==> src/rtl/instr_encoder.sv <==
// MIPS-style instruction encoder: translates request fields into a 32-bit word
// and buffers up to two words in a small FIFO. Illegal ops are counted and dropped.
module instr_encoder (
    input  logic        clk,
    input  logic        reset,
    input  logic        in_valid,
    output logic        in_ready,
    input  logic [3:0]  op,
    input  logic [4:0]  rs,
    input  logic [4:0]  rt,
    input  logic [4:0]  rd,
    input  logic [15:0] imm,
    input  logic [25:0] target,
    output logic        out_valid,
    input  logic        out_ready,
    output logic [31:0] out_instr,
    output logic [1:0]  level,
    output logic        illegal,
    output logic [7:0]  illegal_cnt
);

    typedef enum logic [3:0] {
        OP_ADD = 4'd0,
        OP_SUB = 4'd1,
        OP_ORI = 4'd2,
        OP_LW  = 4'd3,
        OP_SW  = 4'd4,
        OP_BEQ = 4'd5,
        OP_LUI = 4'd6,
        OP_JAL = 4'd7,
        OP_JR  = 4'd8
    } op_e;

    logic [31:0] mem_q [2];
    logic        head_q;
    logic [1:0]  level_q, level_d;
    logic        illegal_q;
    logic [7:0]  illegal_cnt_q;

    logic        accept, pop, push, op_illegal;
    logic        wr_idx;
    logic [31:0] enc_word;

    // NOTE: every variable written in always_comb gets a default first, so no latch is inferred.
    always_comb begin
        enc_word   = 32'h0;
        op_illegal = 1'b0;
        case (op_e'(op))
            OP_ADD:  enc_word = {6'b000000, rs, rt, rd, 5'b00000, 6'b100000};
            OP_SUB:  enc_word = {6'b000000, rs, rt, rd, 5'b00000, 6'b100010};
            OP_ORI:  enc_word = {6'b001101, rs, rt, imm};
            OP_LW:   enc_word = {6'b100011, rs, rt, imm};
            OP_SW:   enc_word = {6'b101011, rs, rt, imm};
            OP_BEQ:  enc_word = {6'b000100, rs, rt, imm};
            OP_LUI:  enc_word = {6'b001111, 5'b00000, rt, imm};
            OP_JAL:  enc_word = {6'b000011, target};
            OP_JR:   enc_word = {6'b000000, rs, 15'b0, 6'b001000};
            default: op_illegal = 1'b1;
        endcase
    end

    assign in_ready  = !reset && (level_q != 2'd2);
    assign out_valid = (level_q != 2'd0);
    assign out_instr = mem_q[head_q];
    assign level     = level_q;
    assign illegal     = illegal_q;
    assign illegal_cnt = illegal_cnt_q;

    assign accept = in_valid && in_ready;
    assign pop    = out_valid && out_ready;
    assign push   = accept && !op_illegal;
    // Tail slot sits one past the head when a word is already buffered.
    assign wr_idx = head_q ^ level_q[0];

    always_comb begin
        level_d = level_q;
        case ({push, pop})
            2'b10:   level_d = level_q + 2'd1;
            2'b01:   level_d = level_q - 2'd1;
            default: level_d = level_q;
        endcase
    end

    // NOTE: sequential state uses non-blocking assignments only; the two FIFO
    // entries are reset as well because out_instr must read 0 during reset.
    always_ff @(posedge clk or posedge reset) begin
        if (reset) begin
            mem_q[0]      <= 32'h0;
            mem_q[1]      <= 32'h0;
            head_q        <= 1'b0;
            level_q       <= 2'd0;
            illegal_q     <= 1'b0;
            illegal_cnt_q <= 8'd0;
        end else begin
            if (push) begin
                mem_q[wr_idx] <= enc_word;
            end
            if (pop) begin
                head_q <= ~head_q;
            end
            level_q   <= level_d;
            illegal_q <= accept && op_illegal;
            if (accept && op_illegal && (illegal_cnt_q != 8'hFF)) begin
                illegal_cnt_q <= illegal_cnt_q + 8'd1;
            end
        end
    end

endmodule

==> config.mk <==
export PLATFORM = sky130hd
export DESIGN_NAME = instr_encoder
export DESIGN_NICKNAME = d
export VERILOG_FILES = /design/src/rtl/instr_encoder.sv
export SDC_FILE = /design/constraint.sdc
export NUM_CORES = 1
export LEC_CHECK = 0
export CORE_ASPECT_RATIO = 1.4
export CORE_MARGIN = 3
export CORE_UTILIZATION = 30
export DETAILED_ROUTE_END_ITERATION = 16
export PLACE_DENSITY = 0.52
export SYNTH_ARGS = -nofsm -noshare
export SYNTH_HDL_FRONTEND = slang
export SYNTH_SLANG_ARGS = --single-unit
==> constraint.sdc <==
create_clock -name clk -period 3.5 [get_ports clk]
set_clock_uncertainty 0.05 [all_clocks]
set_input_delay 0.7 -clock clk [delete_from_list [all_inputs] [get_ports clk]]
set_output_delay 0.7 -clock clk [all_outputs]
set_load 0.005 [all_outputs]
==> qor.log, run 1 <==
[sta] Period Utilization, post-route 81.3%
[global_route] wire length of the first global-routing pass 15.7 mm
[place] I/O Buffers 108
[floorplan] effective utilization at floorplan 30.8%
[logic_synthesis] fraction of synthesized cell area in xor and xnor cells 2.53%
[worst_setup_path] Setup CP Type register to output pin
[cells_and_area] area occupied by multi-input gates 1810 um^2
[detailed_routing] detailed-routing iteration count for the pre-antenna-repair pass 4
[power] peak ir drop on the vdd network 0.000388 V
[sta] crit path setup slack, layout 656 ps
[detailed_routing] number of vias per cell 4.98
[cells_and_area] Post-Route Utilization 43.7%
[detailed_routing] DRC violations left 0
[clock_tree] count of hold-fix buffers inserted at cts 0
[clock_tree] CTS clock-pin slew for the worst setup and hold paths 60 ps
[sta] count of final hold-check violations 0
[sta] Finish-stage setup viols 0
[logic_synthesis] Post-Syn Area 3810 um^2
[global_route] number of global-route vias before repair 2973
[clock_tree] maximum count of clock buffers along a single path 2
[floorplan] area of the core 12400 um^2
[clock_tree] postcts setup bufs 0
[logic_synthesis] post-synthesis compound-gate area fraction 10.1%
[worst_setup_path] Worst EP arrival 2090 ps
[worst_setup_path] required time of the worst setup path 2750 ps
[worst_setup_path] startpoint of the worst register-to-register path head_q
[global_route] GRT Residual Overflow 0
[floorplan] top-level port count 110
[place] worst slack, placed 541 ps
[sta] maximum frequency from static timing analysis 0.352 GHz
[worst_setup_path] number of cell instances on the worst register-to-register path 4
[cells_and_area] post-route cell area 5410 um^2
[power] Cell Pwr Density 761 nW/um^2
[sta] Pins Over Slew Limit 0
[place] Final HPWL DP 7.18 mm
[cells_and_area] count of non-filler cells in the finished layout 560
[logic_synthesis] synthesized-area fraction occupied by adder cells 0.656%
[clock_tree] library cell used as clock root buffer sky130_fd_sc_hd__clkbuf_16
[worst_setup_path] internal reg-to-reg setup slack 1490 ps
[sta] Period minus WS final 2840 ps
[flow_run] number of maximum-capacitance violations 0
[sta] Setup TNS 0 ps
[global_route] maximum number of pins on one net before global-route repair 62
[clock_tree] number of sinks on the clock net 74
[cells_and_area] footprint of the flip-flops and latches 1850 um^2
[worst_setup_path] startpoint kind of the worst setup timing path register
[floorplan] die extent in x 101 um
[status] status completed
[logic_synthesis] mux share of post-synthesis cell area 27.8%
[place] DP Cell Count 544
[sta] Relative slew margins 26.8%
[logic_synthesis] area share of and/or/nand/nor cells after synthesis 5.97%
[floorplan] total die area 14100 um^2
[sta] unrepaired setup endpoints after global routing no
[logic_synthesis] nets in the synthesized netlist 362
[worst_setup_path] element type at the critical path end output pin
[min_path] class of the tightest hold or removal check register to register
[clock_tree] clock insertion delay at the later pin of the skew report 330 ps
[worst_setup_path] RR Endpoint mem_q[39]
[logic_synthesis] main combinational cell family by area after synthesis multiplexers
[detailed_routing] average wire length per cell after detail routing 17.8 um
[power] leakage power figure 0.00239 uW
[cells_and_area] share of final-layout standard cells stronger than drive strength 1 30.7%
[global_route] initial antenna violation count 0
[logic_synthesis] synthesized instance count 295
[logic_synthesis] count of distinct cell types in the synthesized netlist 40
[clock_tree] Gates resized, CTS repair 0
[logic_synthesis] register bit count reported by yosys 74
[sta] transition time at the pin with the least slew margin 1100 ps
[logic_synthesis] sequential cell area fraction in the yosys report 48.5%
[logic_synthesis] average size of a mapped cell 12.9 um^2
[floorplan] floorplan row count 48
[min_path] number of cells on the worst hold path 1
[min_path] hold path startpoint mem_q[23]
[clock_tree] H-tree level count 3
[cells_and_area] number of antenna repair diodes 0
[min_path] Hold Path End mem_q[23]
[place] cell area reported after detailed placement 5060 um^2
[global_route] overall global routing resource usage 14.5%
[detailed_routing] Vias 2787
[cells_and_area] Net count, final 472
[detailed_routing] ANT nets after route 0
[cells_and_area] FILL cells 1165
[detailed_routing] iteration-0 DRC count of the detailed router 87
[clock_tree] CTS tree yes
[worst_setup_path] highest net fanout along the worst path 18
[cells_and_area] Area growth syn-to-layout 41.8%
[clock_tree] number of buffers created by CTS 9
[place] routability congestion estimate 0.771
[detailed_routing] final wirelength 9.97 mm
[floorplan] y dimension of the die 139 um
[logic_synthesis] Synth Warn # 0
[worst max-delay path, stage by stage (launching register included)]
cell and delay, ps:
sky130_fd_sc_hd__dfrtp_2 690, sky130_fd_sc_hd__buf_12 230, sky130_fd_sc_hd__mux2_2 350, sky130_fd_sc_hd__clkdlybuf4s50_1 470
[cell usage after synthesis (all sizes together)]
master   count  share of area [%]
a2111o       1               0.30
a21o         5               0.98
a21oi        7               0.92
a221o        2               0.52
a22o        23                5.3
a31oi        1               0.16
and2         2               0.33
and3         1               0.16
and4b        1               0.26
buf         20                3.7
clkbuf       2               0.20
conb         1              0.098
dfrtp       74                 49
ha           2               0.66
inv          3               0.30
mux2        91                 28
nand2        5               0.49
nand2b       3               0.49
nand3        2               0.26
nand3b       1               0.20
nand4        2               0.33
nand4bb      1               0.30
nor2         8               0.98
nor2b        2               0.33
nor3         6               0.79
nor4         3               0.49
nor4b        1               0.23
o21ai        5               0.66
o22ai        2               0.33
o31ai        5               0.98
or2          2               0.33
xnor2        3               0.69
xor2         8                1.8
[routing by layer]
layer  track usage, %  share of wire (%)  up-vias
met2             24.0                 50       80
met4             5.39                2.3        0
met3             4.16                5.0       13
li1                 -                  -     1304
met5                0                  0        -
met1             17.7                 43     1390
[sequential cells by signal, summed over array words and instances (netlist names)]
register / count
illegal: 1
head_q: 1
level: 2
mem_q: 62
illegal_cnt: 8
[final cells by class]
cell class | instances | area share, %
flip-flops and latches | 74 | 34.2
multi-input cells | 196 | 33.5
inverters | 3 | 0.277
repair buffers | 121 | 22.0
clock buffers | 9 | 4.16
well taps | 150 | 3.47
clock inverters | 7 | 2.31
[metrics by stage]
| step | hold WS [ps] | power [uW] |
|---|---|---|
| finish | 453 | 4120 |
| global route | 463 | 4370 |
| CTS | 456 | 4200 |
| detailed placement | 441 | 3090 |
| global placement | 434 | 3060 |
| floorplan | 418 | 2270 |
[worst max path at each step]
stage | cells after the start | startpoint | end
floorplan | 7 | reset | mem_q[32]
global placement | 6 | op[1] | mem_q[12]
detailed placement | 6 | op[1] | mem_q[14]
CTS | 3 | head_q | out_instr[11]
global route | 3 | head_q | out_instr[11]
finish | 3 | head_q | out_instr[11]
[report_power, final]
part,switching [uW],total [uW],internal [uW]
Sequential,233,1420,1190
Combinational,546,1620,1080
Clock,369,1070,703
[cells in the final DEF, fill, tap and decap left out, types with 2 or more instances in the layout]
cell type,count
sky130_fd_sc_hd__inv_1,2
sky130_fd_sc_hd__and2_1,2
sky130_fd_sc_hd__nor4_1,3
sky130_fd_sc_hd__nand3_1,2
sky130_fd_sc_hd__clkinv_4,2
sky130_fd_sc_hd__a21oi_1,7
sky130_fd_sc_hd__mux2_4,10
sky130_fd_sc_hd__o22ai_1,2
sky130_fd_sc_hd__xnor2_1,3
sky130_fd_sc_hd__nor2_4,2
sky130_fd_sc_hd__dfrtp_1,73
sky130_fd_sc_hd__nand2b_1,3
sky130_fd_sc_hd__inv_6,2
sky130_fd_sc_hd__a22o_1,23
sky130_fd_sc_hd__ha_1,2
sky130_fd_sc_hd__a221o_1,2
sky130_fd_sc_hd__clkbuf_16,9
sky130_fd_sc_hd__bufinv_16,3
sky130_fd_sc_hd__nor3_1,5
sky130_fd_sc_hd__o21ai_0,5
sky130_fd_sc_hd__xor2_1,8
sky130_fd_sc_hd__nor2_1,6
sky130_fd_sc_hd__nand2_1,5
sky130_fd_sc_hd__mux2_2,81
sky130_fd_sc_hd__clkdlybuf4s50_1,108
sky130_fd_sc_hd__buf_4,12
sky130_fd_sc_hd__nor2b_1,2
sky130_fd_sc_hd__o31ai_1,5
sky130_fd_sc_hd__nand4_1,2
sky130_fd_sc_hd__a21o_1,5
[kinds of logic after synthesis]
group	count (synthesis)
multiplexers	91
flip-flops	74
AO/OA/AOI/OAI	51
AND/OR/NAND/NOR	40
buffers and inverters	25
XOR/XNOR	11
adder cells (fa/ha/maj)	2
other	1
Note: power is estimated with default switching activity, not from simulation.
==> run 2: changes to the inputs <==
Clock period 3.5 ns to 2.9 ns, I/O delays scaled along.
==> qor.log, run 2 (synthesis gave the netlist of run 1 again) <==
[detailed_routing] DRC violations left 0
[floorplan] total die area 14100 um^2
[power] total design power 4880 uW
[clock_tree] CTS clock-pin slew for the worst setup and hold paths 60 ps
[cells_and_area] max FFs per register 62
[global_route] GRT Residual Overflow 0
[cells_and_area] commonest cells after routing, fill and taps aside 108 x sky130_fd_sc_hd__clkdlybuf4s50_1, 81 x sky130_fd_sc_hd__mux2_2, 73 x sky130_fd_sc_hd__dfrtp_1
[clock_tree] clock insertion delay at the later pin of the skew report 330 ps
[worst_setup_path] startpoint kind of the worst setup timing path input port
[sta] Period Utilization, post-route 85.7%
[clock_tree] Gates resized, CTS repair 0
[min_path] number of cells on the worst hold path 1
[clock_tree] count of hold-fix buffers inserted at cts 0
[sta] crit path setup slack, layout 414 ps
[flow_run] number of maximum-capacitance violations 0
[clock_tree] library cell used as clock root buffer sky130_fd_sc_hd__clkbuf_16
[worst_setup_path] element type at the critical path end output pin
[power] Power Internal 3520 uW
[status] status completed
[worst_setup_path] Worst EP arrival 1860 ps
[place] routability congestion estimate 0.727
[sta] Relative slew margins 29.9%
[global_route] maximum number of pins on one net before global-route repair 75
[sta] unrepaired setup endpoints after global routing no
[worst_setup_path] required time of the worst setup path 2270 ps
[detailed_routing] number of vias per cell 4.91
[clock_tree] maximum count of clock buffers along a single path 2
[worst_setup_path] library cell appearing most often on the critical path sky130_fd_sc_hd__clkdlybuf4s50_1
[clock_tree] CTS tree yes
[sta] count of final hold-check violations 0
[power] Clock Power Share 24.4%
[power] Comb pwr share 41.5%
[detailed_routing] detailed-routing iteration count for the pre-antenna-repair pass 4
[cells_and_area] post-route cell area 5400 um^2
[cells_and_area] share of final-layout standard cells stronger than drive strength 1 30.3%
[cells_and_area] FILL cells 1185
[detailed_routing] ANT nets after route 0
[global_route] wire length of the first global-routing pass 15.9 mm
[worst_setup_path] startpoint of the worst register-to-register path level[0]
[floorplan] effective utilization at floorplan 30.8%
[cells_and_area] footprint of the flip-flops and latches 1850 um^2
[clock_tree] number of sinks on the clock net 74
[global_route] overall global routing resource usage 14.5%
[min_path] Hold Path End head_q
[floorplan] floorplan row count 48
[sta] Period minus WS final 2490 ps
[sta] maximum frequency from static timing analysis 0.402 GHz
[worst_setup_path] chain of cells forming the critical path clkdlybuf4s50_1 -> clkinvlp_4 -> and2_1 -> clkdlybuf4s50_1
[cells_and_area] area occupied by multi-input gates 1810 um^2
[min_path] hold path startpoint head_q
[clock_tree] number of buffers created by CTS 9
[power] switching component of the power 1360 uW
[power] switching fraction of total power 27.9%
[sta] transition time at the pin with the least slew margin 1050 ps
[detailed_routing] Vias 2742
[cells_and_area] number of antenna repair diodes 0
[cells_and_area] commonest non-fill, non-tap cell in the layout sky130_fd_sc_hd__clkdlybuf4s50_1
[sta] Pins Over Slew Limit 0
[worst_setup_path] internal reg-to-reg setup slack 1050 ps
[sta] Finish-stage setup viols 0
[worst_setup_path] highest net fanout along the worst path 3
[floorplan] top-level port count 110
[power] peak ir drop on the vdd network 0.000333 V
[sta] Setup TNS 0 ps
[power] leakage power figure 0.00238 uW
[place] Final HPWL DP 6.87 mm
[floorplan] die extent in x 101 um
[worst_setup_path] Crit path largest cell delay 550 ps
[global_route] number of global-route vias before repair 3042
[cells_and_area] Area growth syn-to-layout 41.5%
[power] Reg power frac 34.1%
[detailed_routing] average wire length per cell after detail routing 17.7 um
[clock_tree] postcts setup bufs 0
[worst_setup_path] Setup CP Type input port to output pin
[place] cell area reported after detailed placement 5080 um^2
[cells_and_area] most flop-heavy register mem_q
[global_route] initial antenna violation count 0
[place] I/O Buffers 108
[floorplan] y dimension of the die 139 um
[worst_setup_path] worst-path cell with the longest stage delay sky130_fd_sc_hd__clkdlybuf4s50_1
[detailed_routing] final wirelength 9.87 mm
[worst_setup_path] number of cell instances on the worst register-to-register path 6
[cells_and_area] Net count, final 471
[min_path] class of the tightest hold or removal check register to register
[worst_setup_path] RR Endpoint mem_q[14]
[power] Cell Pwr Density 903 nW/um^2
[floorplan] area of the core 12400 um^2
[place] worst slack, placed 78.3 ps
[clock_tree] H-tree level count 3
[detailed_routing] iteration-0 DRC count of the detailed router 53
## run 2: power by group through the flow
stage / clock (uW) / combinational, uW / sequential (uW)
2_1_floorplan: 0 / 1140 / 1600
5_1_grt: 1260 / 2200 / 1730
3_5_place_dp: 0 / 2060 / 1680
6_report: 1190 / 2020 / 1660
4_1_cts: 1220 / 2070 / 1670
3_3_place_gp: 0 / 2030 / 1660
## run 2: layer usage
metal	vias to the layer above	GRT usage [%]	part of all wire, %
met5	-	0	0
li1	1304	-	-
met3	12	2.96	5.5
met1	1348	17.7	42
met4	0	5.25	1.5
met2	78	24.8	51
## run 2: stage by stage
| step | cells | hold slack, ps | util [%] |
|---|---|---|---|
| floorplan | 295 | 418 | - |
| global placement | 543 | 433 | 41.0 |
| detailed placement | 543 | 440 | 41.0 |
| CTS | 559 | 450 | 43.6 |
| global route | 559 | 467 | 43.6 |
| finish | 559 | 448 | 43.6 |
## run 2: worst max-delay path: cells and delay by family
family	cells	cell delay, ps
and+or+nand+nor	1	140
buffers and inverters	3	1130
## run 2: area by class of cell
type                            count  share of cell area (%)
Inverter                            3                   0.278
Clock buffer                       11                    4.50
Multi-Input combinational cell    196                    33.6
Sequential cell                    74                    34.3
Clock inverter                      5                    1.44
Tap cell                          150                    3.48
Timing Repair Buffer              120                    22.4
## run 2: worst max-delay path by stage
stage / start / endpoint / slack (ps) / cells past startpoint
2_1_floorplan: reset / mem_q[32] / -3 / 7
3_3_place_gp: op[0] / mem_q[50] / 110 / 7
3_5_place_dp: op[1] / mem_q[48] / 80 / 7
4_1_cts: reset / in_ready / 410 / 4
5_1_grt: op[2] / mem_q[35] / 310 / 6
6_report: reset / in_ready / 410 / 4
